## config.mk

```make
export PLATFORM = sky130hd
export DESIGN_NAME = pc_seq_flat
export DESIGN_NICKNAME = d
export VERILOG_FILES = /design/src/rtl/pc_seq_if.sv /design/src/rtl/pc_seq.sv /design/src/flat_wrapper.sv
export SDC_FILE = /design/constraint.sdc
export NUM_CORES = 1
export LEC_CHECK = 0
export ABC_AREA = 0
export CAP_MARGIN = 0
export CELL_PAD_IN_SITES_DETAIL_PLACEMENT = 1
export CELL_PAD_IN_SITES_GLOBAL_PLACEMENT = 1
export CORE_UTILIZATION = 29
export DETAILED_ROUTE_END_ITERATION = 10
export PLACE_DENSITY_LB_ADDON = 0.1
export SETUP_SLACK_MARGIN = 0.05
export SYNTH_ARGS = -nofsm -noshare
export SYNTH_HDL_FRONTEND = slang
export SYNTH_SLANG_ARGS = --single-unit
export TNS_END_PERCENT = 5
```

## constraint.sdc

```tcl
create_clock -name clk -period 3.2 [get_ports clk]
set_input_delay 0.48 -clock clk [delete_from_list [all_inputs] [get_ports clk]]
set_output_delay 0.48 -clock clk [all_outputs]
set_load 0.01 [all_outputs]
```

## src/rtl/pc_seq_if.sv

```systemverilog
// Decode-to-fetch control bundle for pc_seq: sequencing controls in, PC and
// return-stack status out.
interface pc_seq_if #(
  parameter int unsigned D = 10
);
  logic         stall;
  logic         br_en;
  logic [D-1:0] br_offset;
  logic         jump_en;
  logic         call_en;
  logic         ret_en;
  logic [D-1:0] target;
  logic [D-1:0] prog_ctr;
  logic         ras_empty;
  logic         ras_full;
  logic         ras_err;

  modport master (
    output stall, br_en, br_offset, jump_en, call_en, ret_en, target,
    input  prog_ctr, ras_empty, ras_full, ras_err
  );

  modport slave (
    input  stall, br_en, br_offset, jump_en, call_en, ret_en, target,
    output prog_ctr, ras_empty, ras_full, ras_err
  );
endinterface

```

## src/rtl/pc_seq.sv

```systemverilog
// Fetch-stage program-counter sequencer: increment, relative branch, jump,
// stall and, when PC_SEQ_RAS_EN is defined, a circular return-address stack.
module pc_seq #(
  parameter int unsigned  D          = 10,
  parameter int unsigned  RAS_DEPTH  = 4,
  parameter logic [D-1:0] RESET_ADDR = '0
) (
  input  logic     clk,
  input  logic     reset_n,
  pc_seq_if.slave  bus
);

  typedef enum logic [2:0] {
    OP_HOLD,
    OP_INC,
    OP_BR,
    OP_JUMP,
    OP_CALL,
    OP_POP,
    OP_UNDER
  } op_e;

  logic [D-1:0] r_pc;
  logic [D-1:0] w_pc_inc;
  logic [D-1:0] w_pc_next;
  op_e          w_op;

  assign w_pc_inc = r_pc + D'(1);

`ifdef PC_SEQ_RAS_EN
  localparam int unsigned    AW       = $clog2(RAS_DEPTH);
  localparam int unsigned    CW       = AW + 1;
  localparam logic [CW-1:0]  FULL_CNT = CW'(RAS_DEPTH);

  logic [D-1:0]  r_stack [RAS_DEPTH];
  logic [AW-1:0] r_sp;
  logic [CW-1:0] r_cnt;
  logic          r_err;
  logic          w_full;
  logic [D-1:0]  w_top;

  assign w_full = (r_cnt == FULL_CNT);
  // r_sp points at the next free slot, so the top lives one below it
  assign w_top  = r_stack[r_sp - AW'(1)];

  always_comb begin
    w_op = OP_INC;
    if (bus.stall)
      w_op = OP_HOLD;
    else if (bus.ret_en)
      w_op = (r_cnt != '0) ? OP_POP : OP_UNDER;
    else if (bus.call_en)
      w_op = OP_CALL;
    else if (bus.jump_en)
      w_op = OP_JUMP;
    else if (bus.br_en)
      w_op = OP_BR;
  end

  always_ff @(posedge clk) begin
    if (!reset_n) begin
      r_sp  <= '0;
      r_cnt <= '0;
      r_err <= 1'b0;
    end else begin
      unique case (w_op)
        OP_CALL: begin
          // when full the write wraps onto the oldest entry
          r_sp <= r_sp + AW'(1);
          if (w_full)
            r_err <= 1'b1;
          else
            r_cnt <= r_cnt + CW'(1);
        end
        OP_POP: begin
          r_sp  <= r_sp - AW'(1);
          r_cnt <= r_cnt - CW'(1);
        end
        OP_UNDER: r_err <= 1'b1;
        default: ;
      endcase
    end
  end

  always_ff @(posedge clk) begin
    if (reset_n && (w_op == OP_CALL))
      r_stack[r_sp] <= w_pc_inc;
  end

  assign bus.ras_empty = (r_cnt == '0);
  assign bus.ras_full  = w_full;
  assign bus.ras_err   = r_err;
`else
  logic [D-1:0] w_top;
  logic         w_unused;

  assign w_top    = '0;
  assign w_unused = &{1'b0, bus.ret_en, RAS_DEPTH[0]};

  // call degrades to a plain jump and return is ignored
  always_comb begin
    w_op = OP_INC;
    if (bus.stall)
      w_op = OP_HOLD;
    else if (bus.call_en || bus.jump_en)
      w_op = OP_JUMP;
    else if (bus.br_en)
      w_op = OP_BR;
  end

  assign bus.ras_empty = 1'b1;
  assign bus.ras_full  = 1'b0;
  assign bus.ras_err   = 1'b0;
`endif

  always_comb begin
    w_pc_next = w_pc_inc;
    unique case (w_op)
      OP_HOLD:           w_pc_next = r_pc;
      OP_BR:             w_pc_next = r_pc + bus.br_offset;
      OP_JUMP, OP_CALL:  w_pc_next = bus.target;
      OP_POP:            w_pc_next = w_top;
      OP_INC, OP_UNDER:  w_pc_next = w_pc_inc;
      default:           w_pc_next = w_pc_inc;
    endcase
  end

  always_ff @(posedge clk) begin
    if (!reset_n)
      r_pc <= RESET_ADDR;
    else
      r_pc <= w_pc_next;
  end

  assign bus.prog_ctr = r_pc;

endmodule

```

## src/flat_wrapper.sv

```systemverilog
// flat-port wrapper written by rule: the top's interface ports become plain ports
module pc_seq_flat 
#(
  parameter int unsigned  D          = 10,
  parameter int unsigned  RAS_DEPTH  = 4,
  parameter logic [D-1:0] RESET_ADDR = '0
)
  (clk, reset_n, bus_stall, bus_br_en, bus_br_offset, bus_jump_en, bus_call_en, bus_ret_en, bus_target, bus_prog_ctr, bus_ras_empty, bus_ras_full, bus_ras_err);
  pc_seq_if #(.D(D)) bus_i ();
  input  logic clk;
  input  logic reset_n;
  input wire logic [$bits(bus_i.stall)-1:0] bus_stall;
  input wire logic [$bits(bus_i.br_en)-1:0] bus_br_en;
  input wire logic [$bits(bus_i.br_offset)-1:0] bus_br_offset;
  input wire logic [$bits(bus_i.jump_en)-1:0] bus_jump_en;
  input wire logic [$bits(bus_i.call_en)-1:0] bus_call_en;
  input wire logic [$bits(bus_i.ret_en)-1:0] bus_ret_en;
  input wire logic [$bits(bus_i.target)-1:0] bus_target;
  output wire logic [$bits(bus_i.prog_ctr)-1:0] bus_prog_ctr;
  output wire logic [$bits(bus_i.ras_empty)-1:0] bus_ras_empty;
  output wire logic [$bits(bus_i.ras_full)-1:0] bus_ras_full;
  output wire logic [$bits(bus_i.ras_err)-1:0] bus_ras_err;
  assign bus_i.stall = bus_stall;
  assign bus_i.br_en = bus_br_en;
  assign bus_i.br_offset = bus_br_offset;
  assign bus_i.jump_en = bus_jump_en;
  assign bus_i.call_en = bus_call_en;
  assign bus_i.ret_en = bus_ret_en;
  assign bus_i.target = bus_target;
  assign bus_prog_ctr = bus_i.prog_ctr;
  assign bus_ras_empty = bus_i.ras_empty;
  assign bus_ras_full = bus_i.ras_full;
  assign bus_ras_err = bus_i.ras_err;
  pc_seq #(.D(D), .RAS_DEPTH(RAS_DEPTH), .RESET_ADDR(RESET_ADDR)) u_core (.clk(clk), .reset_n(reset_n), .bus(bus_i));
endmodule
```

Word level (Yosys, flattened, before mapping) --
Index checks and enable logic that the tools add are counted.
Storage, ports and cells: word-level logic and storage cells 14, output and inout port bits 13, input bits 27, register bits after elaboration 10
Cells by class: muxes and demuxes 4, add/subtract/negate cells 2, eq/ne operators 4, reduce and logical (&&, ||, !) cells 3
Operator list (count):
- 10-bit case mux with 4 select lines | 1
- 10-bit by 1-bit adder with 10-bit output, second input constant | 1
- 10-bit adder | 1
- 3-bit by 2-bit == test with 1-bit output, second input constant | 2
- 3-bit == test, second input constant | 2
- 3-bit two-way mux | 2
- 3-bit zero test | 1
- 2-bit two-way mux | 1
- 2-bit OR reduction | 1
- 1-bit logical OR | 1

Logic depth before layout (Yosys ltp) --
Gate-level depths: netlist (run 1).
depth after elaboration 6, depth in mapped cells 10, depth with buffers taken out 9

Worst setup path after synthesis (run 1) --
No wires, ideal clock.
kind input-to-reg, from input bus_stall, to register u_core.r_pc[6], in the netlist u_core.bus.prog_ctr[6], buffers on the path 1, arrival 2439 ps, setup time 66 ps, stages 10, required time 3134 ps, setup slack 695 ps, path through nor3_2 > clkbuf_1 > nand3b_1 > ha_1 > fa_1 > nand3_1 > a21boi_2 > o21ai_1 > mux2_1 > a21oi_2
On the way: longest elaborated chain between the ends 4, elaborated cells between the ends (all ways) 8, those cells by class eq/ne (4); mux (2); reduce/logical (2)
Ends and longest elaborated chain:
- from (decl) | line flat_wrapper.sv:12 | input wire logic [$bits(bus_i.stall)-1:0] bus_stall;
- 3-bit two-way mux (*) | line pc_seq.sv:103 | if (bus.stall)
- 3-bit by 2-bit == test with 1-bit output / 3-bit == test (equally long branches) | line pc_seq.sv:118 | unique case (w_op)
- 2-bit OR reduction | line pc_seq.sv:118
- 10-bit case mux with 4 select lines | line pc_seq.sv:118
- to (signal assigned) | line pc_seq.sv:132 | r_pc <= w_pc_next;
- to (decl) | line pc_seq.sv:23 | logic [D-1:0] r_pc;
Every way passes the cells marked *; elsewhere a longest branch is shown, timed or not. A chain may end at the register's enable or synchronous reset.

Final worst setup path (run 1) --
from input bus_jump_en, to register u_core.r_pc[6], in the netlist u_core.bus.prog_ctr[6]
On the way: longest elaborated chain between the ends 6, elaborated cells between the ends (all ways) 10, those cells by class eq/ne (4); mux (3); reduce/logical (3)
Ends and longest elaborated chain:
- from (decl) | line flat_wrapper.sv:15 | input wire logic [$bits(bus_i.jump_en)-1:0] bus_jump_en;
- 1-bit logical OR (*) | line pc_seq.sv:105 | else if (bus.call_en || bus.jump_en)
- 3-bit two-way mux (*) | line pc_seq.sv:105
- 3-bit two-way mux (*) | line pc_seq.sv:103
- 3-bit by 2-bit == test with 1-bit output / 3-bit == test (equally long branches) | line pc_seq.sv:118
- 2-bit OR reduction | line pc_seq.sv:118
- 10-bit case mux with 4 select lines | line pc_seq.sv:118
Marks and branches as above.

==> metrics, run 1 <==
status=finished clean; number of gates resized after CTS=0; FF-to-FF path depth=7; Critical Path Fanout Max=3; die footprint=3470 um2; max reg flops=10; gr usage total=between 15 and 20%; most frequent cells in the layout=clkdlybuf4s50_1, nand2_1, a21oi_1; commonest non-fill, non-tap cell in the layout=clkdlybuf4s50_1; vias in the first global route=1004; cell count after synthesis=around 120; H-tree levels=1; nature of the critical path startpoint=input port; DRC=0; Reg clk slew, reported paths=~0.08 ns; post-synthesis simple-gate area fraction=between 20% and 30%; DR iter-0 viols=20; CTS tree=done; CTS Hold Bufs=0; Setup crit end=u_core.bus.prog_ctr[6]; largest family of logic cells by synthesized area=compound AO/OA/AOI/OAI gates; critical path required time=between 3 and 4 ns; post-synthesis register bit count=10; initial antenna violation count=0; Area Overhead vs Synth=46.6%; mux cell area share after synthesis=roughly 1.2%; post-synthesis adder-cell area fraction=14.1%; power per cell area=280 nW/um2; Slew Limit Fails=0; Routed WL=~3000 um; drt pass-1 iters=4; Slowest cell on crit path=clkdlybuf4s50_1; Remaining Overflow, GRT=0; Buf+Inv Stages, Crit Path=1; die height=58.9 um; Syn. warnings=0; maximum clock path buffer count=2; pin count of the biggest net entering global routing=16; Post-CTS Setup Inserts=0; Initial Util=a little under a third; port bufs=35; cts bufs inserted=3; Setup WS pre-CTS=approximately 0.3 ns; hpwl dp=2270 um; final hold violations=0; Clock Sinks=10; DRT antenna net count=0; ant diodes=0; predominant post-synthesis flop cell=dfxtp_1; Post-synth EDFFs=0; max cap viols=0; XOR/XNOR Fraction of Synth Area=3.73%; io pins=40; Worst R2R Setup Slack=1.26 ns; Final #Nets=199; Yosys top cell area share=21.3%; Avg Inst Size Synth=7.58 um2; CP Capture Type=flip-flop; Worst path max stage delay=0.46 ns; Leak=roughly 0.57 nW; drt via density=approximately 5.0; Die Span X=about 60 um; R2R Path Start=u_core.bus.prog_ctr[0]; reg2reg end=u_core.bus.prog_ctr[6]; layout cells sized above 1=9.94%; number of fill cells=392; Final setup viols=0; Row Count=20; first-pass GRT wire length=roughly 4700 um; clock insertion delay at the later pin of the skew report=between 0.2 and 0.3 ns; kind of cell adding the most delay to the critical path=adder cells; library cells used by synthesis=38; maximum VDD drop=around 130 uV; skew final=roughly 0.0064 ns; Max Clock Freq=approximately 380 MHz; wire per inst=about 15 um; Critical Path AT=2.82 ns; Post-synth ARST share=0%; critical path, cell by cell=clkdlybuf4s50_1 > nor3_2 > nand3b_1 > ha_1 > fa_1 > nand3_1 > a21boi_2 > o21ai_1 > mux2_1 > a21oi_2; final setup TNS=0 ns; RSZ-0062 raised after global routing=false; top cells by area, synth=dfxtp_1, ha_1, a21oi_1, and3_1, nand2_1; mapped cell area=around 940 um2; Final Cycle Share=81.7%; Seq/Total Area, Yosys=21.3%; routed vias=slightly above 1k; Placer Congestion=between 0.7 and 0.8; kind of critical path=in2reg; minimum clock period=between 2 and 3 ns; Hold Crit Class=reg2reg; worst setup margin=about 0.59 ns; Yosys top cell by area=dfxtp_1; Root Buffer=clkbuf_4; Placeable Area=between 3000 and 4000 um2; Compound-Gate Fraction of Synth Area=around 28%; Worst path depth=10; Critical Path Start=bus_jump_en
==> layout make-up <==
class	instances	area [um2]	share of cell area (%)
flip-flops and latches	10	200	14.5
well taps	44	55.1	4.00
inverters	4	15.0	1.09
multi-input cells	104	691	50.1
repair buffers	39	380	27.6
clock buffers	4	36.3	2.63
==> routing by layer <==
metal	routed length, um	vias to the layer above	track usage (%)
met2	1440	27	30.8
met4	28	0	6.12
li1	-	516	-
met5	0	-	0
met1	1380	481	24.4
met3	127	4	3.08
==> worst reg2reg max path, delay by kind of cell, from the launching register on <==
family / cells / cell delay (ns)
AOI/OAI and AO/OA: 3 / 0.36
adders and majority gates: 2 / 0.66
DFF: 1 / 0.34
muxes: 1 / 0.35
and+or+nand+nor: 1 / 0.16
==> cell usage after synthesis, types with 2 or more instances <==
cell type,n
nand4_1,2
nor2_1,6
nand3_1,4
a21oi_1,13
nor2b_1,3
inv_1,4
dfxtp_1,10
conb_1,2
clkbuf_1,4
o21ai_0,6
a21oi_2,2
nor3_1,2
nand2_1,15
buf_4,3
a311oi_1,2
ha_1,9
a211oi_1,2
and3_1,10
o21ai_1,2
a21o_1,3
xnor2_1,3
==> worst min-delay path by stage <==
stage                                       from                endpoint  depth (start not counted)
after global routing      u_core.bus.prog_ctr[0]  u_core.bus.prog_ctr[0]                          2
after CTS                 u_core.bus.prog_ctr[0]  u_core.bus.prog_ctr[0]                          2
after floorplan           u_core.bus.prog_ctr[0]  u_core.bus.prog_ctr[0]                          2
after detailed placement  u_core.bus.prog_ctr[0]  u_core.bus.prog_ctr[0]                          2
final                     u_core.bus.prog_ctr[0]  u_core.bus.prog_ctr[0]                          2
after global placement    u_core.bus.prog_ctr[0]  u_core.bus.prog_ctr[0]                          2
==> stage by stage <==
step                total power, mW  hold WS (ns)  util, %  area [um2]  cells
finish                        0.386         0.551     45.1        1380    205
global route                  0.410         0.572     45.1        1380    205
CTS                           0.391         0.551     45.1        1380    205
detailed placement            0.265         0.538     43.9        1340    201
global placement              0.262         0.529     43.9        1340    201
floorplan                     0.201         0.550        -         943    125
==> power breakdown <==
| group | leakage (nW) | internal (mW) | total, mW | switching (mW) |
|---|---|---|---|---|
| registers | 0.0825 | 0.133 | 0.140 | 0.00725 |
| clock network | 0.0210 | 0.0692 | 0.124 | 0.0548 |
| logic | 0.470 | 0.0676 | 0.122 | 0.0541 |
==> kinds of logic after synthesis <==
family	count (synthesis)
AOI/OAI and AO/OA	39
muxes	1
other	2
buffers and inverters	11
DFF	10
and+or+nand+nor	47
xor gates and xnor gates	4
adders and majority gates	10
Note: power is estimated with default switching activity, not from simulation.
==> inputs of run 2 (changes only) <==
Settings changed: CORE_UTILIZATION 29 to 26.
Clock period 3.2 ns to 2.4 ns, I/O delays scaled along.
==> run 2 against run 1 <==
Compared with the run above: sequential power is 34% higher; setup slack worse by 0.39 ns; sequential share of layout area is 1.5 points lower; combinational power is 48% higher; wire length is 12% higher; clock power is 40% higher.
==> metrics, run 2 (synthesis gave the netlist of run 1 again) <==
status=finished clean; DRT antenna net count=0 (unchanged); drt pass-1 iters=4 (unchanged); worst setup margin=0.199 ns (-0.387 ns); Die Span X=62.1 um (+5.4%); Hold Crit Class=reg2reg; Leak=0.655 nW (+14%); CTS tree=done; Row Count=21 (+5.0%); max reg flops=10 (unchanged); CTS Hold Bufs=0 (unchanged); Initial Util=27.7% (-3.1 points); RSZ-0062 raised after global routing=false; Setup WS pre-CTS=-0.381 ns (-0.677 ns); power per cell area=352 nW/um2 (+26%); commonest non-fill, non-tap cell in the layout=clkdlybuf4s50_1; hpwl dp=2560 um (+13%); R2R Path Start=u_core.bus.prog_ctr[0]; port bufs=35 (unchanged); Max Clock Freq=around 450 MHz; hold path start=u_core.bus.prog_ctr[0]; Placer Congestion=0.784 (+0.87%); final hold violations=0 (unchanged); gr usage total=18.2% (-0.37 points); final setup TNS=0 ns (unchanged); Critical Path AT=2.39 ns (-0.43 ns); maximum clock path buffer count=2 (unchanged); die height=62.1 um (+5.4%); minimum clock period=2.20 ns; hold path depth=2 (unchanged); DR iter-0 viols=15 (-25%); Placeable Area=3390 um2 (+11%); Reg clk slew, reported paths=0.08 ns (about the same); sink of the worst hold path=u_core.bus.prog_ctr[0]; routed vias=1136 (+11%); Inst Count DP=217 (+8.0%); io pins=40 (unchanged); Final #Nets=215 (+8.0%); wire per inst=15.0 um (+3.4%); vias in the first global route=1198 (+19%); pin count of the biggest net entering global routing=16 (unchanged); nature of the critical path startpoint=input port; most frequent cells in the layout=clkdlybuf4s50_1, buf_4, nand2_1; Clock Sinks=10 (unchanged); kind of critical path=in2reg; maximum VDD drop=147 uV (+12%); reg2reg end=u_core.bus.prog_ctr[6]; critical path required time=2.59 ns (-0.82 ns); CP Capture Type=flip-flop; Root Buffer=clkbuf_4; Routed WL=3350 um (+12%); final non-filler cell total=223 (+8.8%); layout cells sized above 1=20.9% (+11 points); initial antenna violation count=0 (unchanged); FF-to-FF path depth=7 (unchanged); Critical Path Fanout Max=8 (+5); DRC=0 (unchanged); max cap viols=0 (unchanged); H-tree levels=1 (unchanged); skew final=0.000500 ns (-0.00590 ns); Final Cycle Share=about 92%; final hold slack=0.553 ns (+0.00208 ns); Worst R2R Setup Slack=0.52 ns (-0.74 ns); clock insertion delay at the later pin of the skew report=0.29 ns (about the same); die footprint=3860 um2 (+11%); cts bufs inserted=3 (unchanged); Remaining Overflow, GRT=0 (unchanged); Slew Limit Fails=0 (unchanged); drt via density=5.09 (+1.6%); Area Overhead vs Synth=63.1%; ant diodes=0 (unchanged); first-pass GRT wire length=5450 um (+15%); Final setup viols=0 (unchanged)
run 2: per-stage QoR:
step / cell area, um2 / total power [mW] / util, %
floorplan: 945 / 0.268 / -
global placement: 1450 / 0.363 / 42.7
detailed placement: 1450 / 0.369 / 42.7
CTS: 1530 / 0.547 / 45.0
global route: 1530 / 0.566 / 45.2
finish: 1530 / 0.540 / 45.2
run 2: layout make-up:
cell class / instances / area, um2
inverter: 4 / 15.0
fill: 403 / 1860
clock buffer: 4 / 36.3
sequential: 10 / 200
timing repair buffer: 55 / 495
tap: 46 / 57.6
multi-input combinational: 104 / 728
run 2: routing by layer:
metal | global-route usage, % | up-vias | part of all wire, % | wire length [um]
li1 | - | 550 | - | -
met4 | 6.98 | 0 | 1.5 | 50
met2 | 31.7 | 33 | 49 | 1630
met3 | 2.57 | 5 | 5.3 | 176
met5 | 0 | - | 0 | 0
met1 | 22.5 | 548 | 45 | 1490
run 2: where the power goes:
group          internal [mW]  switching (mW)  leakage [nW]  total (mW)
clock network         0.0925          0.0802        0.0210       0.173
logic                  0.101          0.0788         0.552       0.180
registers              0.177          0.0101        0.0825       0.187
run 2: critical path, cell delays in order:
cell,delay [ns]
dlygate4sd2_1,0.25
nor3_2,0.21
buf_4,0.20
and3_4,0.20
ha_1,0.22
a21o_1,0.20
nand4_1,0.17
buf_4,0.14
a21o_2,0.10
a21oi_1,0.06
o221a_2,0.25
run 2: worst max path at each step:
| stage | start | to | slack, ns | cells past startpoint |
|---|---|---|---|---|
| floorplan | bus_stall | u_core.bus.prog_ctr[6] | 0.08 | 10 |
| global placement | bus_jump_en | u_core.bus.prog_ctr[9] | -0.30 | 10 |
| detailed placement | bus_jump_en | u_core.bus.prog_ctr[9] | -0.38 | 10 |
| CTS | bus_call_en | u_core.bus.prog_ctr[5] | 0.18 | 11 |
| global route | bus_call_en | u_core.bus.prog_ctr[5] | 0.06 | 11 |
| finish | bus_call_en | u_core.bus.prog_ctr[5] | 0.20 | 11 |
run 2: repair_timing:
item                                    CTS  global route
endpoints found under the setup margin    4             1
buffers inserted                          2             0
resized for setup                         9             1
pin swaps                                 7             0
==> inputs of run 3 (changes only) <==
Settings changed: CORE_ASPECT_RATIO set to 1.25, CORE_MARGIN set to 1.
==> run 3 against run 2 <==
Compared with the run above: sequential cell count unchanged; clock skew about the same; cell area down 1.2%; non-clock buffer count down 3; final cell count down 4.9%; first-iteration DRC count down 53%; core utilization down 1.8 points; die area about the same; fmax down 3.4%; sequential power about the same; critical path type unchanged; critical endpoint is now u_core.bus.prog_ctr[9].
==> metrics, run 3 (synthesis gave the netlist of run 1 again) <==
clock insertion delay at the later pin of the skew report=0.24 ns (-0.05 ns); max reg flops=10 (unchanged); drt via density=5.38 (+5.6%); routed vias=1140 (+0.35%); Area Overhead vs Synth=61.1%; initial antenna violation count=0 (unchanged); skew final=0.000361 ns (-0.000139 ns); die footprint=3860 um2 (about the same); Setup WS pre-CTS=-0.412 ns (-0.0303 ns); Clock Sinks=10 (unchanged); most frequent cells in the layout=clkdlybuf4s50_1, buf_4, nand2_1; hpwl dp=2590 um (+1.3%); minimum clock period=2.28 ns (+0.0780 ns); worst setup margin=0.121 ns (-0.0780 ns); DRT antenna net count=0 (unchanged); gr usage total=17.6% (-0.65 points); maximum VDD drop=240 uV (+63%); vias in the first global route=1203 (+0.42%); die height=69.2 um (+11%); number of fill cells=435 (+7.9%); Reg clk slew, reported paths=0.05 ns (-0.03 ns); Slew Limit Fails=0 (unchanged); io pins=40 (unchanged); CTS tree=done; Final setup viols=0 (unchanged); layout cells sized above 1=21.4% (+0.48 points); H-tree levels=1 (unchanged); Placeable Area=3480 um2 (+2.8%); Critical Path Fanout Max=5 (-3); DRC=0 (unchanged); post-layout util=43.5% (-1.8 points); kind of critical path=in2reg; cts bufs inserted=3 (unchanged); wire per inst=15.6 um (+4.0%); power per cell area=367 nW/um2 (+4.2%); critical path required time=2.56 ns (-0.03 ns); Hold Crit Class=reg2reg; placed standard-cell area=1410 um2 (-2.7%); pin count of the biggest net entering global routing=16 (unchanged); CP Capture Type=flip-flop; max cap viols=0 (unchanged); Worst R2R Setup Slack=0.59 ns (+0.07 ns); ant diodes=0 (unchanged); final hold violations=0 (unchanged); CTS Hold Bufs=0 (unchanged); DR iter-0 viols=7 (-8); Row Count=24 (+14%); Critical Path AT=2.44 ns (+0.05 ns); Final Cycle Share=94.9% (+3.3 points); nature of the critical path startpoint=input port; final setup TNS=0 ns (unchanged); Routed WL=3310 um (-1.2%); Final #Nets=212 (-1.4%); Initial Util=27.0% (-0.75 points); Design Area, Final=1510 um2 (-1.2%); Leak=0.645 nW (-1.5%); Root Buffer=clkbuf_8; Die Span X=55.8 um (-10%); Max Clock Freq=439 MHz (-3.4%); Placer Congestion=0.855 (+9.1%); first-pass GRT wire length=5310 um (-2.5%); port bufs=35 (unchanged); drt pass-1 iters=4 (unchanged); Remaining Overflow, GRT=0 (unchanged); commonest non-fill, non-tap cell in the layout=clkdlybuf4s50_1; status=finished clean; maximum clock path buffer count=2 (unchanged); RSZ-0062 raised after global routing=true
[run 3: cell count changes in the layout (fill, tap and decap cells not counted), sizes merged]
| cell | before | now |
|---|---|---|
| dlymetal6s2s | 0 | 1 |
| buf | 20 | 17 |
| clkbuf | 4 | 3 |
| dlygate4sd2 | 4 | 3 |
[run 3: what timing repair did]
item	CTS	global route
endpoints found under the setup margin	6	5
setup buffers	1	2
pin swaps	6	4
gates resized for setup	10	4
[run 3: metal layers]
layer	wire length [um]	part of all wire (%)	GRT usage, %	vias to the layer above
met5	0	0	0	-
met4	85	2.6	8.33	0
met3	92	2.8	2.61	7
met2	1810	55	33.1	24
met1	1320	40	18.7	568
li1	-	-	-	541
[run 3: critical path: stages]
cell	delay, ns
dlygate4sd2_1	0.27
nor3_2	0.27
buf_4	0.18
and3_4	0.18
ha_2	0.15
a21o_1	0.13
nand4_1	0.21
a211o_1	0.37
and3_1	0.16
o31ai_2	0.16
[run 3: layout make-up]
class,instances,area [um2],area share (%)
multi-input cells,104,732,48.3
repair buffers,52,477,31.5
flip-flops and latches,10,200,13.2
well taps,39,48.8,3.22
clock buffers,3,41.3,2.73
inverters,4,15.0,0.992
[run 3: path summary, 6_finish.rpt]
path | startpoint | to | cells past startpoint
max reg2reg | u_core.bus.prog_ctr[1] | u_core.bus.prog_ctr[9] | 6
min reg2reg | u_core.bus.prog_ctr[2] | u_core.bus.prog_ctr[2] | 2
min | u_core.bus.prog_ctr[2] | u_core.bus.prog_ctr[2] | 2
max | bus_stall | u_core.bus.prog_ctr[9] | 10
[run 3: stage by stage]
stage | instances | hold slack (ns) | total power, mW
after floorplan | 125 | 0.515 | 0.268
after global placement | 206 | 0.523 | 0.365
after detailed placement | 206 | 0.553 | 0.371
after CTS | 210 | 0.561 | 0.564
after global routing | 212 | 0.576 | 0.588
final | 212 | 0.559 | 0.556
[run 3: power breakdown]
group / switching, mW / internal (mW) / total, mW
Combinational: 0.0805 / 0.104 / 0.184
Clock: 0.0729 / 0.111 / 0.183
Sequential: 0.0105 / 0.178 / 0.188
